`src/rtl/des_job_scheduler_if.sv`:
```
// Requester, response and core-side signal bundle for des_job_scheduler.
// slave is the scheduler view; master is the requester/core environment.
interface des_job_scheduler_if;
   logic [1:0]   req_valid;
   logic [1:0]   req_mode;
   logic [127:0] req_key;
   logic [127:0] req_text;
   logic [1:0]   req_ready;
   logic [1:0]   rsp_valid;
   logic [63:0]  rsp_text;
   logic         rsp_err;
   logic         core_start_encrypt;
   logic         core_start_decrypt;
   logic         core_mode;
   logic [63:0]  core_key;
   logic [63:0]  core_text;
   logic         core_done_encrypt;
   logic         core_done_decrypt;
   logic [63:0]  core_text_out;
   logic         busy;
   logic         owner;

   modport slave (
      input  req_valid, req_mode, req_key, req_text,
      input  core_done_encrypt, core_done_decrypt, core_text_out,
      output req_ready, rsp_valid, rsp_text, rsp_err,
      output core_start_encrypt, core_start_decrypt,
      output core_mode, core_key, core_text, busy, owner
   );

   modport master (
      output req_valid, req_mode, req_key, req_text,
      output core_done_encrypt, core_done_decrypt, core_text_out,
      input  req_ready, rsp_valid, rsp_text, rsp_err,
      input  core_start_encrypt, core_start_decrypt,
      input  core_mode, core_key, core_text, busy, owner
   );
endinterface

```
`src/rtl/des_job_scheduler.sv`:
```
// Two-requester round-robin job scheduler in front of a single DES core.
// One job in flight; timeout abort; waits for core done to clear before replying.
module des_job_scheduler #(
   parameter int TIMEOUT_CYCLES = 64
) (
   input  logic                 clk,
   input  logic                 rst,
   des_job_scheduler_if.slave   bus
);

   localparam int CW = $clog2(TIMEOUT_CYCLES) + 1;
   localparam logic [CW-1:0] C_LAST = CW'(TIMEOUT_CYCLES - 1);

   typedef enum logic [2:0] {
      S_IDLE, S_ISSUE, S_WAIT_DONE, S_DRAIN, S_RESPOND
   } state_t;

   state_t        r_state, w_state;
   logic          r_rr, w_rr;
   logic          r_owner, w_owner;
   logic [CW-1:0] r_cnt, w_cnt;
   logic [1:0]    r_ready, w_ready;
   logic [1:0]    r_rsp_valid, w_rsp_valid;
   logic [63:0]   r_rsp_text, w_rsp_text;
   logic          r_rsp_err, w_rsp_err;
   logic          r_start_enc, w_start_enc;
   logic          r_start_dec, w_start_dec;
   logic          r_mode, w_mode;
   logic [63:0]   r_key, w_key;
   logic [63:0]   r_text, w_text;
   logic          w_grant;
   logic          w_match;
   logic [6:0]    w_base;

   // Round-robin pick: pointer breaks ties, a lone request always wins
   always_comb begin
      w_grant = 1'b0;
      if (&bus.req_valid)
         w_grant = r_rr;
      else if (bus.req_valid[1])
         w_grant = 1'b1;
   end

   assign w_base  = {w_grant, 6'd0};
   assign w_match = r_mode ? bus.core_done_decrypt
                           : bus.core_done_encrypt;

   // Next-state and next-register values; outputs are all registered
   always_comb begin
      w_state     = r_state;
      w_rr        = r_rr;
      w_owner     = r_owner;
      w_cnt       = r_cnt;
      w_ready     = 2'b00;
      w_rsp_valid = 2'b00;
      w_rsp_text  = r_rsp_text;
      w_rsp_err   = r_rsp_err;
      w_start_enc = r_start_enc;
      w_start_dec = r_start_dec;
      w_mode      = r_mode;
      w_key       = r_key;
      w_text      = r_text;
      unique case (r_state)
         S_IDLE: begin
            if (|bus.req_valid) begin
               w_ready     = 2'(1) << w_grant;
               w_owner     = w_grant;
               w_mode      = bus.req_mode[w_grant];
               w_key       = bus.req_key[w_base +: 64];
               w_text      = bus.req_text[w_base +: 64];
               w_start_enc = ~bus.req_mode[w_grant];
               w_start_dec = bus.req_mode[w_grant];
               w_state     = S_ISSUE;
            end
         end
         S_ISSUE: begin
            w_cnt   = '0;
            w_state = S_WAIT_DONE;
         end
         S_WAIT_DONE: begin
            if (w_match) begin
               w_rsp_text  = bus.core_text_out;
               w_rsp_err   = 1'b0;
               w_start_enc = 1'b0;
               w_start_dec = 1'b0;
               w_state     = S_DRAIN;
            end else if (r_cnt == C_LAST) begin
               w_rsp_text  = '0;
               w_rsp_err   = 1'b1;
               w_start_enc = 1'b0;
               w_start_dec = 1'b0;
               w_state     = S_DRAIN;
            end else if (r_cnt != '1) begin
               w_cnt = r_cnt + 1'b1;
            end
         end
         S_DRAIN: begin
            if (!bus.core_done_encrypt && !bus.core_done_decrypt) begin
               w_rsp_valid = 2'(1) << r_owner;
               w_state     = S_RESPOND;
            end
         end
         S_RESPOND: begin
            w_rr    = ~r_owner;
            w_state = S_IDLE;
         end
         default: w_state = S_IDLE;
      endcase
   end

   // State and datapath registers; reset drops the core start at once
   always_ff @(posedge clk or negedge rst) begin
      if (!rst) begin
         r_state     <= S_IDLE;
         r_rr        <= 1'b0;
         r_owner     <= 1'b0;
         r_cnt       <= '0;
         r_ready     <= 2'b00;
         r_rsp_valid <= 2'b00;
         r_rsp_text  <= '0;
         r_rsp_err   <= 1'b0;
         r_start_enc <= 1'b0;
         r_start_dec <= 1'b0;
         r_mode      <= 1'b0;
         r_key       <= '0;
         r_text      <= '0;
      end else begin
         r_state     <= w_state;
         r_rr        <= w_rr;
         r_owner     <= w_owner;
         r_cnt       <= w_cnt;
         r_ready     <= w_ready;
         r_rsp_valid <= w_rsp_valid;
         r_rsp_text  <= w_rsp_text;
         r_rsp_err   <= w_rsp_err;
         r_start_enc <= w_start_enc;
         r_start_dec <= w_start_dec;
         r_mode      <= w_mode;
         r_key       <= w_key;
         r_text      <= w_text;
      end
   end

   assign bus.req_ready          = r_ready;
   assign bus.rsp_valid          = r_rsp_valid;
   assign bus.rsp_text           = r_rsp_text;
   assign bus.rsp_err            = r_rsp_err;
   assign bus.core_start_encrypt = r_start_enc;
   assign bus.core_start_decrypt = r_start_dec;
   assign bus.core_mode          = r_mode;
   assign bus.core_key           = r_key;
   assign bus.core_text          = r_text;
   assign bus.busy               = (r_state != S_IDLE);
   assign bus.owner              = r_owner;

endmodule

```
`src/flat_wrapper.sv`:
```
// flat-port wrapper written by rule: the top's interface ports become plain ports
module des_job_scheduler_flat 
#(
   parameter int TIMEOUT_CYCLES = 64
)
  (clk, rst, bus_req_valid, bus_req_mode, bus_req_key, bus_req_text, bus_core_done_encrypt, bus_core_done_decrypt, bus_core_text_out, bus_req_ready, bus_rsp_valid, bus_rsp_text, bus_rsp_err, bus_core_start_encrypt, bus_core_start_decrypt, bus_core_mode, bus_core_key, bus_core_text, bus_busy, bus_owner);
  des_job_scheduler_if bus_i ();
  input  logic clk;
  input  logic rst;
  input wire logic [$bits(bus_i.req_valid)-1:0] bus_req_valid;
  input wire logic [$bits(bus_i.req_mode)-1:0] bus_req_mode;
  input wire logic [$bits(bus_i.req_key)-1:0] bus_req_key;
  input wire logic [$bits(bus_i.req_text)-1:0] bus_req_text;
  input wire logic [$bits(bus_i.core_done_encrypt)-1:0] bus_core_done_encrypt;
  input wire logic [$bits(bus_i.core_done_decrypt)-1:0] bus_core_done_decrypt;
  input wire logic [$bits(bus_i.core_text_out)-1:0] bus_core_text_out;
  output wire logic [$bits(bus_i.req_ready)-1:0] bus_req_ready;
  output wire logic [$bits(bus_i.rsp_valid)-1:0] bus_rsp_valid;
  output wire logic [$bits(bus_i.rsp_text)-1:0] bus_rsp_text;
  output wire logic [$bits(bus_i.rsp_err)-1:0] bus_rsp_err;
  output wire logic [$bits(bus_i.core_start_encrypt)-1:0] bus_core_start_encrypt;
  output wire logic [$bits(bus_i.core_start_decrypt)-1:0] bus_core_start_decrypt;
  output wire logic [$bits(bus_i.core_mode)-1:0] bus_core_mode;
  output wire logic [$bits(bus_i.core_key)-1:0] bus_core_key;
  output wire logic [$bits(bus_i.core_text)-1:0] bus_core_text;
  output wire logic [$bits(bus_i.busy)-1:0] bus_busy;
  output wire logic [$bits(bus_i.owner)-1:0] bus_owner;
  assign bus_i.req_valid = bus_req_valid;
  assign bus_i.req_mode = bus_req_mode;
  assign bus_i.req_key = bus_req_key;
  assign bus_i.req_text = bus_req_text;
  assign bus_i.core_done_encrypt = bus_core_done_encrypt;
  assign bus_i.core_done_decrypt = bus_core_done_decrypt;
  assign bus_i.core_text_out = bus_core_text_out;
  assign bus_req_ready = bus_i.req_ready;
  assign bus_rsp_valid = bus_i.rsp_valid;
  assign bus_rsp_text = bus_i.rsp_text;
  assign bus_rsp_err = bus_i.rsp_err;
  assign bus_core_start_encrypt = bus_i.core_start_encrypt;
  assign bus_core_start_decrypt = bus_i.core_start_decrypt;
  assign bus_core_mode = bus_i.core_mode;
  assign bus_core_key = bus_i.core_key;
  assign bus_core_text = bus_i.core_text;
  assign bus_busy = bus_i.busy;
  assign bus_owner = bus_i.owner;
  des_job_scheduler #(.TIMEOUT_CYCLES(TIMEOUT_CYCLES)) u_core (.clk(clk), .rst(rst), .bus(bus_i));
endmodule
```
`config.mk`:
```
export PLATFORM = sky130hd
export DESIGN_NAME = des_job_scheduler_flat
export DESIGN_NICKNAME = d
export VERILOG_FILES = /design/src/rtl/des_job_scheduler_if.sv /design/src/rtl/des_job_scheduler.sv /design/src/flat_wrapper.sv
export SDC_FILE = /design/constraint.sdc
export NUM_CORES = 1
export LEC_CHECK = 0
export CAP_MARGIN = 10
export CORE_AREA = 3 3 204 206
export CTS_BUF_LIST = sky130_fd_sc_hd__clkbuf_8
export CTS_CLUSTER_DIAMETER = 150
export DETAILED_ROUTE_END_ITERATION = 16
export DIE_AREA = 0 0 207 209
export PLACE_DENSITY = 0.5
export RECOVER_POWER = 50
export SYNTH_ARGS = -nofsm -noshare
export SYNTH_HDL_FRONTEND = slang
export SYNTH_SLANG_ARGS = --single-unit
```
`constraint.sdc`:
```
create_clock -name clk -period 1.95 [get_ports clk]
set_clock_uncertainty 0.1 [all_clocks]
set_input_delay 0.2925 -clock clk [delete_from_list [all_inputs] [get_ports clk]]
set_output_delay 0.2925 -clock clk [all_outputs]
set_load 0.005 [all_outputs]
```
Yosys cells after proc, flatten, opt, wreduce, memory -nomap -nowiden

Index checks and enable logic that the tools add are counted.

Flip-flop bits (word level): 212
Bits of input ports: 328
Output and inout bits: 202
Logic and storage cells: 76

$add $sub $neg: 1
$lt $le $gt $ge: 1
Equality and inequality tests: 12
Shifts and indexed selects: 4
Muxes and demuxes: 28
Bitwise logic cells: 2
Reduce and logical (&&, ||, !) cells: 15

Operators by type and width:

| cell                  | number |
|---|---|
| $shiftx A128 B8 Y64   | 2 |
| $mux W64              | 2 |
| $mux W7               | 3 |
| $pmux W7 S2           | 1 |
| $mux W3               | 4 |
| $pmux W3 S4           | 1 |
| $mux W1               | 11 |
| $mux W2               | 4 |
| $add A7 B1 Y7 const B | 1 |
| $eq A7 B6 Y1 const B  | 1 |
| $ne A7 B7 Y1 const B  | 1 |
| $eq A3 B2 Y1 const B  | 2 |
| $ne A2 B1 Y1 const B  | 3 |
| $reduce_and A2 Y1     | 3 |
| $reduce_and A3 Y1     | 2 |
| $reduce_bool A2 Y1    | 3 |
| $ne A2 B2 Y1 const B  | 2 |
| $pmux W1 S2           | 2 |
| $reduce_and A4 Y1     | 1 |
| $shl A1 B1 Y2 const A | 2 |
| $eq A3 B1 Y1 const B  | 1 |
| $eq A3 B3 Y1 const B  | 1 |
| $logic_not A3 Y1      | 1 |
| $ne A3 B1 Y1 const B  | 1 |
| other kinds (6)       | 8 |

Depth between registers and ports, before layout

Gate-level depths: netlist (run 1).

Depth after elaboration: 7
Gate-level depth with buffers: 9
Mapped depth without buffers: 5

Worst setup path after synthesis (run 1)

OpenSTA, ideal clock, no wires.

Path type: register to register
From: register u_core.r_state[0]
To: register u_core.r_key[48] (netlist: u_core.bus.core_key[48])
Library setup time: 0.118 ns
Data arrival time: 1.873 ns
Required time: 1.732 ns
Path slack: -0.141 ns
Stages on the path, launching flop included: 10
Buffers on the path: 5
Clock period less this slack: 2.091 ns
Cells stage by stage: dfrtp_1 > buf_6 > or3_1 > buf_2 > or2_1 > clkbuf_1 > buf_6 > buf_6 > a22o_1 > a21o_1

Cells in the longest elaborated chain, start to end: 2

RTL lines:

| what                               | line                     | source |
|---|---|---|
| start: declaration                 | des_job_scheduler.sv:18  | `state_t r_state, w_state;` |
| start signal: assignment           | des_job_scheduler.sv:128 | `r_state <= w_state;` |
| $logic_not A3 Y1                   | des_job_scheduler.sv:63  | `unique case (r_state)` |
| $reduce_and A2 Y1 (no source line) | n/a                      |  |
| end signal: assignment             | des_job_scheduler.sv:139 | `r_key <= w_key;` |
| end: declaration                   | des_job_scheduler.sv:29  | `logic [63:0] r_key, w_key;` |

No other way between the ends.
A chain may end at the register's enable or synchronous reset.

Final worst setup path (run 1)

From: register u_core.r_state[2]
To: register u_core.r_key[25] (netlist: u_core.bus.core_key[25])

The elaborated chain is that of the path after synthesis.

==> flow_summary.yaml, run 1 <==
timing:
  fmax_mhz: 476
  tightest_slew_ns: 1.03
  setup_slack_ns: -0.150
  timing.final.crit_share: 1.08
  setup_viol: 195
  drv_slew: 0
  slew_headroom: 0.316
  setup_tns_ns: -13.16
  fin_crit_ns: 2.10
  rsz0062_at_grt: "true"
  hold_viol: 0
cells_and_area:
  fill_cells: 3904
  layout_common_cells: "497 x clkdlybuf4s50_1, 211 x dfrtp_1, 193 x a22o_1"
  area_growth_pct: 87.9
  seq_area_um2: 5310
  layout-drive-gt1-share: 0.118
  mostFrequentLayoutCell: "clkdlybuf4s50_1"
  nets: 1591
  multi_input_area_um2: 3110
floorplanning:
  start_util: 0.218
  core_area_um2: 39800
  die_h_um: 209
  die_x_um: 207
  design.die.area_um2: 43300
  row_count: 73
  io_pins: 530
clock_network:
  cts.clk_slew.worst_paths_ns: 0.06
  root_buffer: "clkbuf_8"
  clockBufferDepth: 3
  cts.htree.levels: 2
  numCtsBuffers: 42
  clk_latency_ns: 0.58
  cts_sinks: 212
  cts_tree: "built"
global_routing:
  grt.total_usage: 0.177
  grt_pass1_vias: 8995
  antenna_found_initial: 4
  grt_max_degree: 89
  gr-total-overflow: 0
  grt_first_pass_wirelength_um: 59000
hold_path:
  hold_path.class: "in -> reg"
drt:
  via_per_inst: 4.56
  detail-route-antenna-nets: 0
  vias: 8309
  drt-total-wl_um: 41400
  wl_per_cell_um: 22.7
  dr.pass1.iters: 4
  drt_iter0_drc: 308
  drc: 0
synthesis:
  synth_seq_area_share: 0.610
  ys.warnings.count: 0
  synth_nets: 992
  syn_area_um2: 8700
  synth_top_area_share: 0.610
  synth_cells: 663
  syn_avg_cell_area_um2: 13.1
  synth.area.top_cells: "dfrtp_1 61%, a22o_1 19%, a21o_1 11%, buf_6 1.6%, buf_2 1.2%"
  synth_largest_area_cell: "dfrtp_1"
  synth_cell_types: 30
  synth_seq_cells: 212
place:
  place_ws_ns: -0.151
  gp_congestion: 0.777
  place_hpwl_um: 28800
  numPortBuffers: 529
worst_setup_path:
  cpMostUsedCell: "buf_6"
  worstPathBufferInverterCount: 3
  timing.rr.start: "u_core.r_state[2]"
  critical_path.slowest_cell: "or3_4"
  worstPathMaxFanout: 7
  worstReg2RegEnd: "u_core.bus.core_key[25]"
  crit_family: "simple AND/OR/NAND/NOR gates"
  startpoint_type: "flip-flop"
  end_kind: "flip-flop"
  crit_cells: 7
  crit_start: "u_core.r_state[2]"
  reg2reg_depth: 7
  criticalPathCategory: "reg -> reg"
  crit_chain: "or3_4 -> buf_6 -> buf_6 -> or2_4 -> clkbuf_16 -> a22o_1 -> a21o_1"
  rrSetupSlack_ns: -0.15
  cp.arrival_ns: 2.46
  critPathCapture: "u_core.bus.core_key[25]"
  cpPeakStageDelay_ns: 0.39
  critical_path_required_ns: 2.31
run:
  maxCapViolations: 0
pwr:
  power.density_nw_per_um2: 1460
  peakVddDrop_mv: 0.625
  p_total_uw: 23900
  p_leak_uw: 0.00796
outcome:
  status: "complete, but fails checks"
  violations: "setup timing"
## state kept, by name (all words and copies together) (netlist names), 2 cells and up
register / count
u_core.r_cnt: 7
u_core.bus.rsp_text: 64
u_core.r_state: 3
u_core.bus.req_ready: 2
u_core.bus.core_text: 64
u_core.bus.core_key: 64
u_core.bus.rsp_valid: 2
## per-layer routing
metal	global-route usage	wire [µm]	up-vias
met3	0.0670	3660	57
li1	-	-	3760
met1	0.211	16600	4080
met4	0.0688	1130	2
met2	0.290	20000	410
met5	0	13	-
## how the worst min path moves through the flow
stage	slack (ns)	endpoint	cells after the start	start
6_report	0.19	u_core.bus.core_key[62]	2	bus_req_key[126]
4_1_cts	0.13	u_core.bus.core_key[62]	2	bus_req_key[126]
5_1_grt	0.15	u_core.bus.core_text[1]	2	bus_req_text[65]
3_5_place_dp	0.22	u_core.bus.core_text[34]	1	rst
2_1_floorplan	-0.10	u_core.bus.core_key[0]	0	rst
3_3_place_gp	0.22	u_core.bus.core_text[40]	1	rst
## synthesized netlist by cell type, drive strengths merged
| library cell | n |
|---|---|
| ha | 1 |
| dfrtp | 212 |
| mux2 | 1 |
| or3b | 2 |
| mux2i | 3 |
| nor2 | 11 |
| o211ai | 2 |
| a21o | 129 |
| nor4 | 1 |
| a21oi | 4 |
| nand3 | 11 |
| inv | 2 |
| and2 | 2 |
| a22o | 193 |
| nand2 | 8 |
| nor3b | 1 |
| buf | 34 |
| o2bb2ai | 1 |
| or4 | 1 |
| or2 | 2 |
| nand3b | 1 |
| nor3 | 5 |
| o21ai | 6 |
| a31oi | 2 |
| or3 | 1 |
| a211oi | 1 |
| clkbuf | 26 |
## worst reg2reg max path, cell delays in order, from the launching register on
cell and delay (ns):
dfrtp_1 0.38, or3_4 0.39, buf_6 0.14, buf_6 0.11, or2_4 0.32, clkbuf_16 0.20
a22o_1 0.20, a21o_1 0.15
## cell families after synthesis
logic type | synth area share
AOI/OAI and AO/OA | 0.317
adders and majority gates | 0.00144
and+or+nand+nor | 0.0269
DFF | 0.610
muxes | 0.00475
buffers and inverters | 0.0401
## final cells by class
class	count	area share
tap	525	0.0402
clock buffer	57	0.0480
inverter	2	0.000459
timing repair buffer	614	0.388
multi-input combinational	390	0.190
sequential	212	0.325
clock inverter	19	0.00788
antenna	2	0.000306
## per-stage QoR
stage	instance area (µm²)	hold WS [ns]	std cells	utilization
final	16300	0.192	1821	0.411
after global routing	16300	0.154	1820	0.410
after CTS	16100	0.130	1801	0.404
after detailed placement	14900	0.217	1712	0.375
after global placement	14900	0.221	1712	0.375
after floorplan	8710	-0.103	663	-
## timing repair
item | CTS | global route
gates resized for setup | 52 | 21
gates cloned | 5 | 13
buffers inserted | 7 | 6
hold endpoints to repair | 51 | 0
pin swaps | 15 | 17
setup endpoints to repair | 154 | 196
hold buffers | 1 | 0
## power breakdown
part	internal (µW)	leakage, µW	switching (µW)
clock	2860	0.000523	2030
combinational	7110	0.00479	4180
sequential	6440	0.00265	1230
total	16400	0.00796	7440
Note: power is estimated with default switching activity, not from simulation.
==> inputs of run 2 (changes only) <==
- ABC_AREA: unset -> 1
- CORE_AREA: 3 3 204 206 -> 3 3 206 208
- DIE_AREA: 0 0 207 209 -> 0 0 209 211
- MAX_ROUTING_LAYER: unset -> met4
==> run 2 against run 1 <==
Final area decreased by 1.9%. The run ends with DRC left. Core utilization fell by 1.7 points. First-iteration DRC count rose by 55%. Final cell count is 22% higher. Synthesized cell count up 62%. Clock-buffer cell count is 7 lower. Via count grew 12%. Sequential power hardly changed. Non-clock buffer count shrank 19. Critical endpoint is now bus_rsp_text[46]. Hold slack got worse by 0.044 ns. Maximum frequency up 12%. Register-to-register slack better by 0.30 ns.
==> flow_summary.yaml, run 2 <==
clock_network:
  cts.htree.levels: 2
  numCtsBuffers: 42
  cts_tree: "built"
  cts_sinks: 212
  root_buffer: "clkbuf_8"
  cts.clk_slew.worst_paths_ns: 0.06
  clk_latency_ns: 0.58
  clockBufferDepth: 3
run:
  maxCapViolations: 0
worst_setup_path:
  worstPathMaxFanout: 2
  crit_family: "buffers and inverters"
  cpPeakStageDelay_ns: 0.55
  critical_path.slowest_cell: "clkdlybuf4s50_1"
  critical_path_required_ns: 1.56
  crit_chain: "clkdlybuf4s50_1"
  worstPathBufferInverterCount: 1
  startpoint_type: "flip-flop"
  criticalPathCategory: "reg -> out"
  end_kind: "output port"
  cp.arrival_ns: 1.48
synthesis:
  synth_seq_cells: 212
  synthFlopType: "dfrtp_1"
  synth_nets: 1404
  syn_avg_cell_area_um2: 8.25
  synth_largest_area_cell: "dfrtp_1"
  synth_cell_types: 23
  synth_common_cells: "617 x nand2_1, 212 x dfrtp_1, 135 x nand3_1, 45 x buf_2, 11 x inv_1"
  synth.most_common_cell: "nand2_1"
  synth.area.top_cells: "dfrtp_1 60%, nand2_1 26%, nand3_1 7.6%, buf_2 2.5%, inv_1 0.47%"
  async_flop_share: 1.00
  ys.warnings.count: 0
  synth_seq_area_share: 0.598
  synth-edff-count: 0
  synth_cells: 1075
  syn_area_um2: 8870
  synth_top_area_share: 0.598
drt:
  detail-route-antenna-nets: 0
  via_per_inst: 4.20
  drt_iter0_drc: 478
  drt-total-wl_um: 38600
  drc: 3
  vias: 9343
  wl_per_cell_um: 17.4
  dr.pass1.iters: 14
global_routing:
  grt_max_degree: 65
  grt.total_usage: 0.175
  grt_pass1_vias: 9761
  gr-total-overflow: 0
  antenna_found_initial: 3
  grt_first_pass_wirelength_um: 58300
floorplanning:
  design.die.area_um2: 44100
  row_count: 74
  die_x_um: 209
  io_pins: 530
  die_h_um: 211
  core_area_um2: 40700
  start_util: 0.218
timing:
  tightest_slew_ns: 0.817
  timing.final.crit_share: 0.959
  fmax_mhz: 535
  hold_viol: 0
  slew_headroom: 0.455
  setup_viol: 0
  drv_slew: 0
  setup_tns_ns: 0
  fin_crit_ns: 1.87
cells_and_area:
  layout_common_cells: "615 x nand2_1, 494 x clkdlybuf4s50_1, 212 x dfrtp_1"
  nets: 1986
  mostFrequentLayoutCell: "nand2_1"
  area_growth_pct: 80.8
  final_cells: 2222
  fill_cells: 4198
  layout-drive-gt1-share: 0.0836
  utilization: 0.394
pwr:
  peakVddDrop_mv: 0.533
  p_total_uw: 23100
  power.density_nw_per_um2: 1440
  p_leak_uw: 0.00743
place:
  place_hpwl_um: 29500
  dp_cells: 2136
  numPortBuffers: 529
  gp_congestion: 0.811
hold_path:
  hold_path.class: "in -> reg"
outcome:
  violations: "DRC"
  status: "complete, but fails checks"
run 2: cells by family (layout without fill, tap and decap cells):
| logic type | Yosys count | in the layout | synth area share |
|---|---|---|---|
| other cells | 0 | 4 | 0 |
| flops | 212 | 212 | 0.598 |
| simple gates | 775 | 775 | 0.352 |
| buf+inv | 73 | 684 | 0.0394 |
| compound gates | 14 | 14 | 0.00861 |
| fa+ha+maj | 1 | 1 | 0.00141 |
run 2: area by class of cell:
class	count	area, µm²	area share
Timing Repair Buffer	595	5940	0.370
Sequential cell	212	5310	0.331
Multi-Input combinational cell	790	3230	0.202
Clock buffer	50	688	0.0429
Tap cell	532	666	0.0415
Clock inverter	23	130	0.00812
Inverter	16	62.6	0.00390
Antenna cell	4	10.0	0.000624
run 2: path summary, 6_finish.rpt:
kind / to / slack (ns) / cells past startpoint / startpoint
max in group asynchronous: u_core.bus.core_text[8] / 0.23 / 3 / rst
min in group asynchronous: u_core.bus.rsp_text[14] / 0.29 / 2 / rst
setup / recovery: bus_rsp_text[46] / 0.08 / 1 / u_core.bus.rsp_text[46]
setup reg to reg: u_core.bus.rsp_text[16] / 0.15 / 8 / u_core.r_state[2]
hold reg to reg: u_core.bus.rsp_text[37] / 0.37 / 2 / u_core.bus.rsp_text[37]
hold / removal: u_core.bus.rsp_text[35] / 0.15 / 3 / bus_core_text_out[35]
run 2: where the power goes:
group	total (µW)	switching (µW)	internal [µW]
Combinational	10900	4980	5970
Clock	4450	2000	2450
Sequential	7680	1180	6500
run 2: timing repair:
action	CTS	global route
endpoints found under the setup margin	25	18
gates resized for setup	23	15
hold endpoints to repair	212	0
pin swaps	1	2
setup buffers	6	2
hold buffers	1	0
run 2: stage by stage:
stage	instance area (µm²)	setup WS (ns)	hold slack [ns]
after global routing	16000	-0.00698	0.0946
after CTS	16100	-0.0638	0.0773
after global placement	15200	-0.0416	0.185
after floorplan	8870	0.393	-0.103
final	16000	0.0796	0.148
after detailed placement	15200	-0.0518	0.179
run 2: metal layers:
layer,track usage,vias to the layer above,share of wire
met2,0.283,398,0.48
li1,-,4534,-
met1,0.206,4345,0.41
met3,0.0575,66,0.085
met4,0.0626,0,0.026
met5,-,-,0
